## src/rtl/br_resolve_pkg.sv

```systemverilog
// Shared types and helpers for branch resolution: ROB tag width, the
// predictor-update entry layout and the mispredict rule.
package br_resolve_pkg;

    localparam int ROB_IDX_W = 6;

    typedef struct packed {
        logic [63:0] pc;
        logic        taken;
        logic [63:0] target;
    } bp_upd_t;

    // A matching direction is only correct for a taken branch if the target matches too.
    function automatic logic is_mispred(
        input logic        pred_taken,
        input logic        taken,
        input logic [63:0] pred_target,
        input logic [63:0] target
    );
        return (pred_taken != taken) || (taken && (pred_target != target));
    endfunction

endpackage

```

## src/rtl/br_resolve_if.sv

```systemverilog
// Bundle of the branch-result, mispredict and predictor-update signals.
interface br_resolve_if;
    import br_resolve_pkg::*;

    logic                 br_done_i;
    logic                 br_taken_i;
    logic [63:0]          br_target_i;
    logic [63:0]          br_npc_i;
    logic [ROB_IDX_W-1:0] br_rob_idx_i;
    logic                 pred_taken_i;
    logic [63:0]          pred_target_i;
    logic                 flush_i;
    logic                 mispred_o;
    logic [ROB_IDX_W-1:0] mispred_rob_idx_o;
    logic [63:0]          recover_pc_o;
    logic                 bp_upd_valid_o;
    logic                 bp_upd_ready_i;
    logic [63:0]          bp_upd_pc_o;
    logic                 bp_upd_taken_o;
    logic [63:0]          bp_upd_target_o;
    logic                 upd_drop_o;
    logic [15:0]          mispred_cnt_o;

    modport slave (
        input  br_done_i, br_taken_i, br_target_i, br_npc_i, br_rob_idx_i,
               pred_taken_i, pred_target_i, flush_i, bp_upd_ready_i,
        output mispred_o, mispred_rob_idx_o, recover_pc_o, bp_upd_valid_o,
               bp_upd_pc_o, bp_upd_taken_o, bp_upd_target_o, upd_drop_o, mispred_cnt_o
    );

    modport master (
        output br_done_i, br_taken_i, br_target_i, br_npc_i, br_rob_idx_i,
               pred_taken_i, pred_target_i, flush_i, bp_upd_ready_i,
        input  mispred_o, mispred_rob_idx_o, recover_pc_o, bp_upd_valid_o,
               bp_upd_pc_o, bp_upd_taken_o, bp_upd_target_o, upd_drop_o, mispred_cnt_o
    );

endinterface

```

## src/rtl/br_upd_fifo.sv

```systemverilog
// Predictor-update FIFO: drops pushes when full unless a pop frees a slot the
// same cycle; clr empties it and overrides push and pop.
module br_upd_fifo
    import br_resolve_pkg::*;
#(
    parameter int DEPTH = 4
) (
    input  logic    clk,
    input  logic    rst,
    input  logic    clr,
    input  logic    push_i,
    input  bp_upd_t push_data_i,
    input  logic    pop_ready_i,
    output logic    valid_o,
    output bp_upd_t head_o,
    output logic    drop_o
);

    localparam int PTR_W = $clog2(DEPTH);
    localparam int CNT_W = PTR_W + 1;
    localparam logic [CNT_W-1:0] FULL_CNT = CNT_W'(DEPTH);

    bp_upd_t          mem_q [DEPTH];
    bp_upd_t          mem_d [DEPTH];
    logic [PTR_W-1:0] head_q, head_d;
    logic [PTR_W-1:0] tail_q, tail_d;
    logic [CNT_W-1:0] cnt_q, cnt_d;
    logic             drop_q, drop_d;
    logic             pop_s, push_ok_s;

    // Next-state for storage, pointers, occupancy and the drop pulse.
    always_comb begin
        pop_s     = (cnt_q != CNT_W'(0)) && pop_ready_i;
        push_ok_s = push_i && ((cnt_q != FULL_CNT) || pop_s);
        mem_d     = mem_q;
        head_d    = head_q;
        tail_d    = tail_q;
        cnt_d     = cnt_q;
        drop_d    = 1'b0;
        if (clr) begin
            head_d = PTR_W'(0);
            tail_d = PTR_W'(0);
            cnt_d  = CNT_W'(0);
        end else begin
            if (push_ok_s) begin
                mem_d[tail_q] = push_data_i;
                tail_d        = tail_q + PTR_W'(1);
            end else begin
                drop_d = push_i;
            end
            if (pop_s) begin
                head_d = head_q + PTR_W'(1);
            end else begin
                head_d = head_q;
            end
            case ({push_ok_s, pop_s})
                2'b10:   cnt_d = cnt_q + CNT_W'(1);
                2'b01:   cnt_d = cnt_q - CNT_W'(1);
                default: cnt_d = cnt_q;
            endcase
        end
    end

    // State registers.
    always_ff @(posedge clk) begin
        if (rst) begin
            for (int i = 0; i < DEPTH; i++) begin
                mem_q[i] <= '0;
            end
            head_q <= PTR_W'(0);
            tail_q <= PTR_W'(0);
            cnt_q  <= CNT_W'(0);
            drop_q <= 1'b0;
        end else begin
            mem_q  <= mem_d;
            head_q <= head_d;
            tail_q <= tail_d;
            cnt_q  <= cnt_d;
            drop_q <= drop_d;
        end
    end

    assign valid_o = (cnt_q != CNT_W'(0));
    assign head_o  = mem_q[head_q];
    assign drop_o  = drop_q;

endmodule

```

## src/rtl/br_resolve.sv

```systemverilog
// Branch resolution: detects mispredicts, emits the recovery pulse and PC,
// counts mispredicts and queues every resolved branch for the predictor.
module br_resolve
    import br_resolve_pkg::*;
#(
    parameter int DEPTH = 4
) (
    input  logic  clk,
    input  logic  rst,
    br_resolve_if.slave bus
);

    logic                 mispred_q, mispred_d;
    logic [ROB_IDX_W-1:0] rob_idx_q, rob_idx_d;
    logic [63:0]          recover_pc_q, recover_pc_d;
    logic [15:0]          cnt_q, cnt_d;
    bp_upd_t              upd_s;
    bp_upd_t              head_s;

    // Mispredict detection; a flush squashes a same-cycle result.
    always_comb begin
        mispred_d = bus.br_done_i && !bus.flush_i &&
                    is_mispred(bus.pred_taken_i, bus.br_taken_i,
                               bus.pred_target_i, bus.br_target_i);
        if (mispred_d) begin
            rob_idx_d    = bus.br_rob_idx_i;
            recover_pc_d = bus.br_taken_i ? bus.br_target_i : bus.br_npc_i;
        end else begin
            rob_idx_d    = rob_idx_q;
            recover_pc_d = recover_pc_q;
        end
        if (mispred_q && (cnt_q != 16'hFFFF)) begin
            cnt_d = cnt_q + 16'd1;
        end else begin
            cnt_d = cnt_q;
        end
        upd_s.pc     = bus.br_npc_i - 64'd4;
        upd_s.taken  = bus.br_taken_i;
        upd_s.target = bus.br_target_i;
    end

    // Mispredict output and counter registers.
    always_ff @(posedge clk) begin
        if (rst) begin
            mispred_q    <= 1'b0;
            rob_idx_q    <= '0;
            recover_pc_q <= 64'd0;
            cnt_q        <= 16'd0;
        end else begin
            mispred_q    <= mispred_d;
            rob_idx_q    <= rob_idx_d;
            recover_pc_q <= recover_pc_d;
            cnt_q        <= cnt_d;
        end
    end

    br_upd_fifo #(.DEPTH(DEPTH)) u_fifo (
        .clk         (clk),
        .rst         (rst),
        .clr         (bus.flush_i),
        .push_i      (bus.br_done_i),
        .push_data_i (upd_s),
        .pop_ready_i (bus.bp_upd_ready_i),
        .valid_o     (bus.bp_upd_valid_o),
        .head_o      (head_s),
        .drop_o      (bus.upd_drop_o)
    );

    assign bus.mispred_o         = mispred_q;
    assign bus.mispred_rob_idx_o = rob_idx_q;
    assign bus.recover_pc_o      = recover_pc_q;
    assign bus.mispred_cnt_o     = cnt_q;
    assign bus.bp_upd_pc_o       = head_s.pc;
    assign bus.bp_upd_taken_o    = head_s.taken;
    assign bus.bp_upd_target_o   = head_s.target;

endmodule
```

## src/flat_wrapper.sv

```systemverilog
// flat-port wrapper written by rule: the top's interface ports become plain ports
module br_resolve_flat import br_resolve_pkg::*;
#(
    parameter int DEPTH = 4
)
  (clk, rst, bus_br_done_i, bus_br_taken_i, bus_br_target_i, bus_br_npc_i, bus_br_rob_idx_i, bus_pred_taken_i, bus_pred_target_i, bus_flush_i, bus_bp_upd_ready_i, bus_mispred_o, bus_mispred_rob_idx_o, bus_recover_pc_o, bus_bp_upd_valid_o, bus_bp_upd_pc_o, bus_bp_upd_taken_o, bus_bp_upd_target_o, bus_upd_drop_o, bus_mispred_cnt_o);
  br_resolve_if bus_i ();
  input  logic clk;
  input  logic rst;
  input wire logic [$bits(bus_i.br_done_i)-1:0] bus_br_done_i;
  input wire logic [$bits(bus_i.br_taken_i)-1:0] bus_br_taken_i;
  input wire logic [$bits(bus_i.br_target_i)-1:0] bus_br_target_i;
  input wire logic [$bits(bus_i.br_npc_i)-1:0] bus_br_npc_i;
  input wire logic [$bits(bus_i.br_rob_idx_i)-1:0] bus_br_rob_idx_i;
  input wire logic [$bits(bus_i.pred_taken_i)-1:0] bus_pred_taken_i;
  input wire logic [$bits(bus_i.pred_target_i)-1:0] bus_pred_target_i;
  input wire logic [$bits(bus_i.flush_i)-1:0] bus_flush_i;
  input wire logic [$bits(bus_i.bp_upd_ready_i)-1:0] bus_bp_upd_ready_i;
  output wire logic [$bits(bus_i.mispred_o)-1:0] bus_mispred_o;
  output wire logic [$bits(bus_i.mispred_rob_idx_o)-1:0] bus_mispred_rob_idx_o;
  output wire logic [$bits(bus_i.recover_pc_o)-1:0] bus_recover_pc_o;
  output wire logic [$bits(bus_i.bp_upd_valid_o)-1:0] bus_bp_upd_valid_o;
  output wire logic [$bits(bus_i.bp_upd_pc_o)-1:0] bus_bp_upd_pc_o;
  output wire logic [$bits(bus_i.bp_upd_taken_o)-1:0] bus_bp_upd_taken_o;
  output wire logic [$bits(bus_i.bp_upd_target_o)-1:0] bus_bp_upd_target_o;
  output wire logic [$bits(bus_i.upd_drop_o)-1:0] bus_upd_drop_o;
  output wire logic [$bits(bus_i.mispred_cnt_o)-1:0] bus_mispred_cnt_o;
  assign bus_i.br_done_i = bus_br_done_i;
  assign bus_i.br_taken_i = bus_br_taken_i;
  assign bus_i.br_target_i = bus_br_target_i;
  assign bus_i.br_npc_i = bus_br_npc_i;
  assign bus_i.br_rob_idx_i = bus_br_rob_idx_i;
  assign bus_i.pred_taken_i = bus_pred_taken_i;
  assign bus_i.pred_target_i = bus_pred_target_i;
  assign bus_i.flush_i = bus_flush_i;
  assign bus_i.bp_upd_ready_i = bus_bp_upd_ready_i;
  assign bus_mispred_o = bus_i.mispred_o;
  assign bus_mispred_rob_idx_o = bus_i.mispred_rob_idx_o;
  assign bus_recover_pc_o = bus_i.recover_pc_o;
  assign bus_bp_upd_valid_o = bus_i.bp_upd_valid_o;
  assign bus_bp_upd_pc_o = bus_i.bp_upd_pc_o;
  assign bus_bp_upd_taken_o = bus_i.bp_upd_taken_o;
  assign bus_bp_upd_target_o = bus_i.bp_upd_target_o;
  assign bus_upd_drop_o = bus_i.upd_drop_o;
  assign bus_mispred_cnt_o = bus_i.mispred_cnt_o;
  br_resolve #(.DEPTH(DEPTH)) u_core (.clk(clk), .rst(rst), .bus(bus_i));
endmodule
```

## config.mk

```make
export PLATFORM = sky130hd
export DESIGN_NAME = br_resolve_flat
export DESIGN_NICKNAME = d
export VERILOG_FILES = /design/src/rtl/br_resolve_pkg.sv /design/src/rtl/br_resolve_if.sv /design/src/rtl/br_upd_fifo.sv /design/src/rtl/br_resolve.sv /design/src/flat_wrapper.sv
export SDC_FILE = /design/constraint.sdc
export NUM_CORES = 1
export LEC_CHECK = 0
export ABC_CLOCK_PERIOD_IN_PS = 4200
export BUFFER_PORTS_ARGS = -buffer_cell sky130_fd_sc_hd__buf_4
export CORE_ASPECT_RATIO = 1.75
export CORE_MARGIN = 10
export CORE_UTILIZATION = 40
export DETAILED_ROUTE_END_ITERATION = 6
export SLEW_MARGIN = 5
export SYNTH_ARGS = -nofsm -noshare
export SYNTH_HDL_FRONTEND = slang
export SYNTH_HIERARCHICAL = 1
export SYNTH_SLANG_ARGS = --single-unit
```

## constraint.sdc

```tcl
create_clock -name clk -period 4.2 [get_ports clk]
set_input_delay 0.21 -clock clk [delete_from_list [all_inputs] [get_ports clk]]
set_output_delay 0.21 -clock clk [all_outputs]
set_load 0.01 [all_outputs]
```

==> summary by stage <==
Timing
The time the final worst path needs with I/O delays and setup is 3.15 ns. Headroom to the max-slew limit came out at 0.376. The number of endpoints failing setup at the final stage is 0. The final number of hold-violating endpoints is 0.

The final total negative setup slack is 0 ns. The final-report max-slew violation count is 0. Setup repair after global routing left no endpoint under its margin. The peak clock frequency supported by timing is ~0.32 GHz. For the pin with the worst max-slew slack, the measured transition is 0.933 ns. The post-route fraction of the period consumed by the critical path is 0.750. The clock tree skew after final layout is approximately 0.018 ns.

Synthesis
The share of synthesized area in the top cell type comes to 0.407. Summed over all instances, the cell type with the most area after synthesis is dfxtp_1. By area the synthesized netlist is led by dfxtp_1, mux2i_1, nand2b_1, mux4_2, a211oi_1.

For this run, the number of Yosys warnings is 6. In this run the mean area of a mapped cell was about 11 um2. The synthesized flop and latch total is about 600. Counting flops with a built-in enable in the synthesized netlist gives 0. Of the synthesized area, sequential elements account for 0.407. Counting distinct cell types in the post-synthesis netlist gives between 50 and 60. Counting every net in the synthesized netlist gives 2999. In the synthesized netlist the dominant register cell turns out to be dfxtp_1. For this run, asynchronously set or reset flops after synthesis account for 0. The post-synthesis instance area is 30100 um2. The number of cells produced by synthesis is 2786.

Place
Routability-driven placement finished with a final weighted congestion of just under 0.9. Port buffering added 422 buffers. The wire-length estimate of the detail-placed layout is 75.8 mm. After detailed placement, the design holds a cell count of approximately 4000.

Min path
The cell count of the worst hold path is 4. The path class of the tightest hold or removal check is in2reg. In this run the most critical hold path is launched from bus_br_rob_idx_i[4].

The endpoint with the worst hold slack is u_core/bus.mispred_rob_idx_o[4]$_SDFFE_PP0P_.

Layout
For this run, the number of standard cells in the final layout without fillers is 4177. The top cell types in the final layout, fill and taps aside, are nand2b_1, dfxtp_1, mux2i_1. The post-synthesis to final-layout area growth is 22.7%. The fraction of final layout cells sized beyond drive strength 1 is 0.240. At the end of the flow, the number of nets in the layout was 3393. The number of filler cells placed in the layout is a little under 7000.

Leaving out fill and tap cells, the most frequent cell in the layout is nand2b_1.

Clock tree
After clock tree synthesis, the clock-pin slew on the worst setup and hold paths is 0.07 ns. The CTS tree is yes. Counting along the longest clock path gives a buffer depth of 3. The number of H-tree levels is 2. The post-CTS setup buffer count is 0. The clock drives about 610 sinks. The worst-skew pair later-pin latency is about 0.63 ns. The tree is rooted in a clkbuf_16. The number of clock buffers inserted by TritonCTS is a little under 60.

Power and ir drop
The analysis attributes to cell leakage a power of between 15 and 20 nW. Of the total power, the share spent switching nets is 0.254. Of the total power, registers draw 0.454. The total net switching power is 0.00336 W. Across the VDD grid, the largest voltage drop is ~0.00032 V. The internal power component is around 0.01 W. Of the total power, combinational logic draws 0.120.

The clock group share of total power is 0.426. For this design the ratio of total power to cell area is between 300 and 400 nW/um2.

Routing
The iteration-0 DRC count of the detailed router is roughly 1500. The via density per instance is 5.45. The detailed router placed between 20000 and 25000 vias in this run. The residual DRC count is 0. The first detailed-routing pass ran for 5 iterations.

The antenna violation net count after detailed routing is 0. The aggregate routed wire length is about 110 mm. The average wire length per cell after detail routing is ~25 um.

Floorplan
The core region is around 75000 um2. The initial standard-cell utilization of the core is 0.402. The number of primary I/O pins is ~420.

The initialized floorplan defines 133 standard-cell rows. The floorplan die width is 227 um. The die covers between 80000 and 90000 um2. The die extent in y is roughly 380 um.

Critical path
In this run the worst setup path begins at bus_br_npc_i[7]. The setup slack on the worst flop-to-flop path is 1.39 ns. The worst setup path is captured at a register. The worst setup path is of the in2reg kind. The endpoint identified for the worst register-to-register timing path is u_core/u_fifo/cnt_q[2]$_SDFFE_PP0P_. The launch instance of the worst register-to-register path is u_core/u_fifo/cnt_q[0]$_SDFFE_PP0P_. The kind of start point of the critical path is an input port.

The number of cells on the worst reg-to-reg path is 8. Of all nets on the critical path, the largest fanout is 8. For the worst setup path, the data required time is about 4.8 ns. For the worst setup path, the data arrival time is roughly 3.7 ns.

Job
The max capacitance violation total is 0.

Global route
In the global route stage, overall resource usage came out at 0.236. For this run the aggregate overflow at the end of global routing stands at 0. The wire length of the first global-routing pass is about 160 mm. The initial antenna violation count came to 8. Entering global routing, the biggest net connects 162 pins. The via count of the first global-routing pass is 23900.

Run status
The flow ran to the end, and the final reports show no timing, DRC or antenna violations.
[logic make-up after synthesis]
logic type / Yosys count / share of synthesized area
compound gates: 158 / 0.0395
fa+ha+maj: 8 / 0.00358
mux: 710 / 0.292
simple gates: 875 / 0.177
flops: 611 / 0.407
xor+xnor: 126 / 0.0369
buf+inv: 298 / 0.0437
[power by group through the flow]
stage / sequential (W) / clock [W] / combinational [W]
finish: 0.00602 / 0.00564 / 0.00159
detailed placement: 0.00615 / 0 / 0.00153
global placement: 0.00614 / 0 / 0.00150
floorplan: 0.00614 / 0 / 0.000760
CTS: 0.00602 / 0.00577 / 0.00159
global route: 0.00603 / 0.00596 / 0.00168
[cell usage after synthesis (19+ instances only)]
| cell | instances |
|---|---|
| mux2_2 | 62 |
| clkbuf_1 | 127 |
| nor4_1 | 22 |
| nand3_1 | 19 |
| inv_1 | 86 |
| nor2_1 | 46 |
| mux2i_1 | 519 |
| xor2_1 | 85 |
| dfxtp_1 | 611 |
| buf_2 | 33 |
| nand2b_1 | 657 |
| mux4_2 | 129 |
| buf_4 | 25 |
| buf_1 | 19 |
| nand2_1 | 32 |
| a211oi_1 | 129 |
| xnor2_1 | 40 |
[state kept, by name (all words and copies together), names as in the netlist]
signal	cells
u_core/u_fifo/mem_q	516
u_core/bus.recover_pc_o	64
u_core/bus.mispred_cnt_o	16
u_core/bus.mispred_rob_idx_o	6
u_core/u_fifo/cnt_q	3
u_core/u_fifo/head_q	2
u_core/u_fifo/tail_q	2
u_core/bus.mispred_o	1
u_core/u_fifo/drop_o	1
[timing repair]
action	4_1_cts	5_1_grt
resized for setup	0	0
endpoints found under the hold margin	292	0
hold buffers	84	0
[metrics by stage]
| stage | hold slack [ns] | setup slack [ns] | utilization | power [W] | area (um2) |
|---|---|---|---|---|---|
| 2_1_floorplan | 0.324 | 1.30 | - | 0.00690 | 30100 |
| 3_3_place_gp | 0.447 | 0.185 | 0.455 | 0.00764 | 34000 |
| 3_5_place_dp | 0.446 | 0.114 | 0.455 | 0.00767 | 34000 |
| 4_1_cts | 0.000353 | 0.792 | 0.493 | 0.0134 | 36900 |
| 5_1_grt | 0.0452 | 0.808 | 0.493 | 0.0137 | 36900 |
| 6_report | 0.0360 | 1.05 | 0.493 | 0.0133 | 36900 |
[area by class of cell]
cell class,count,area (um2),area share
antenna,5,12.5,0.000339
clock buffer,85,1720,0.0467
tap,945,1180,0.0320
multi-input combinational,1877,16600,0.450
sequential,611,12200,0.332
timing repair buffer,546,4530,0.123
inverter,86,323,0.00875
clock inverter,22,289,0.00783
[worst max path at each step]
stage | depth (start not counted) | slack (ns) | to
global route | 10 | 0.81 | u_core/u_fifo/mem_q[386]$_SDFFE_PP0P_
floorplan | 9 | 1.30 | u_core/u_fifo/mem_q[345]$_SDFFE_PP0P_
CTS | 9 | 0.79 | u_core/u_fifo/mem_q[386]$_SDFFE_PP0P_
detailed placement | 9 | 0.11 | u_core/u_fifo/mem_q[386]$_SDFFE_PP0P_
finish | 10 | 1.05 | u_core/u_fifo/mem_q[386]$_SDFFE_PP0P_
global placement | 9 | 0.18 | u_core/u_fifo/mem_q[128]$_SDFFE_PP0P_
[critical path, stage by stage]
cell and delay [ns]:
dlygate4sd3_1 0.54, buf_4 0.15, or4_4 0.54, or4_1 0.58, nand4b_4 0.30, nor4_4 0.64, nand3b_1 0.23, xnor2_1 0.19
nand2b_1 0.13, mux2i_1 0.18
[per-layer routing]
layer | up-vias | GRT usage | wire, um
li1 | 10500 | - | -
met5 | - | 0 | 26
met4 | 4 | 0.0870 | 3870
met1 | 11400 | 0.303 | 45700
met2 | 739 | 0.382 | 49300
met3 | 156 | 0.0527 | 6970
(Power assumes the default switching activity.)
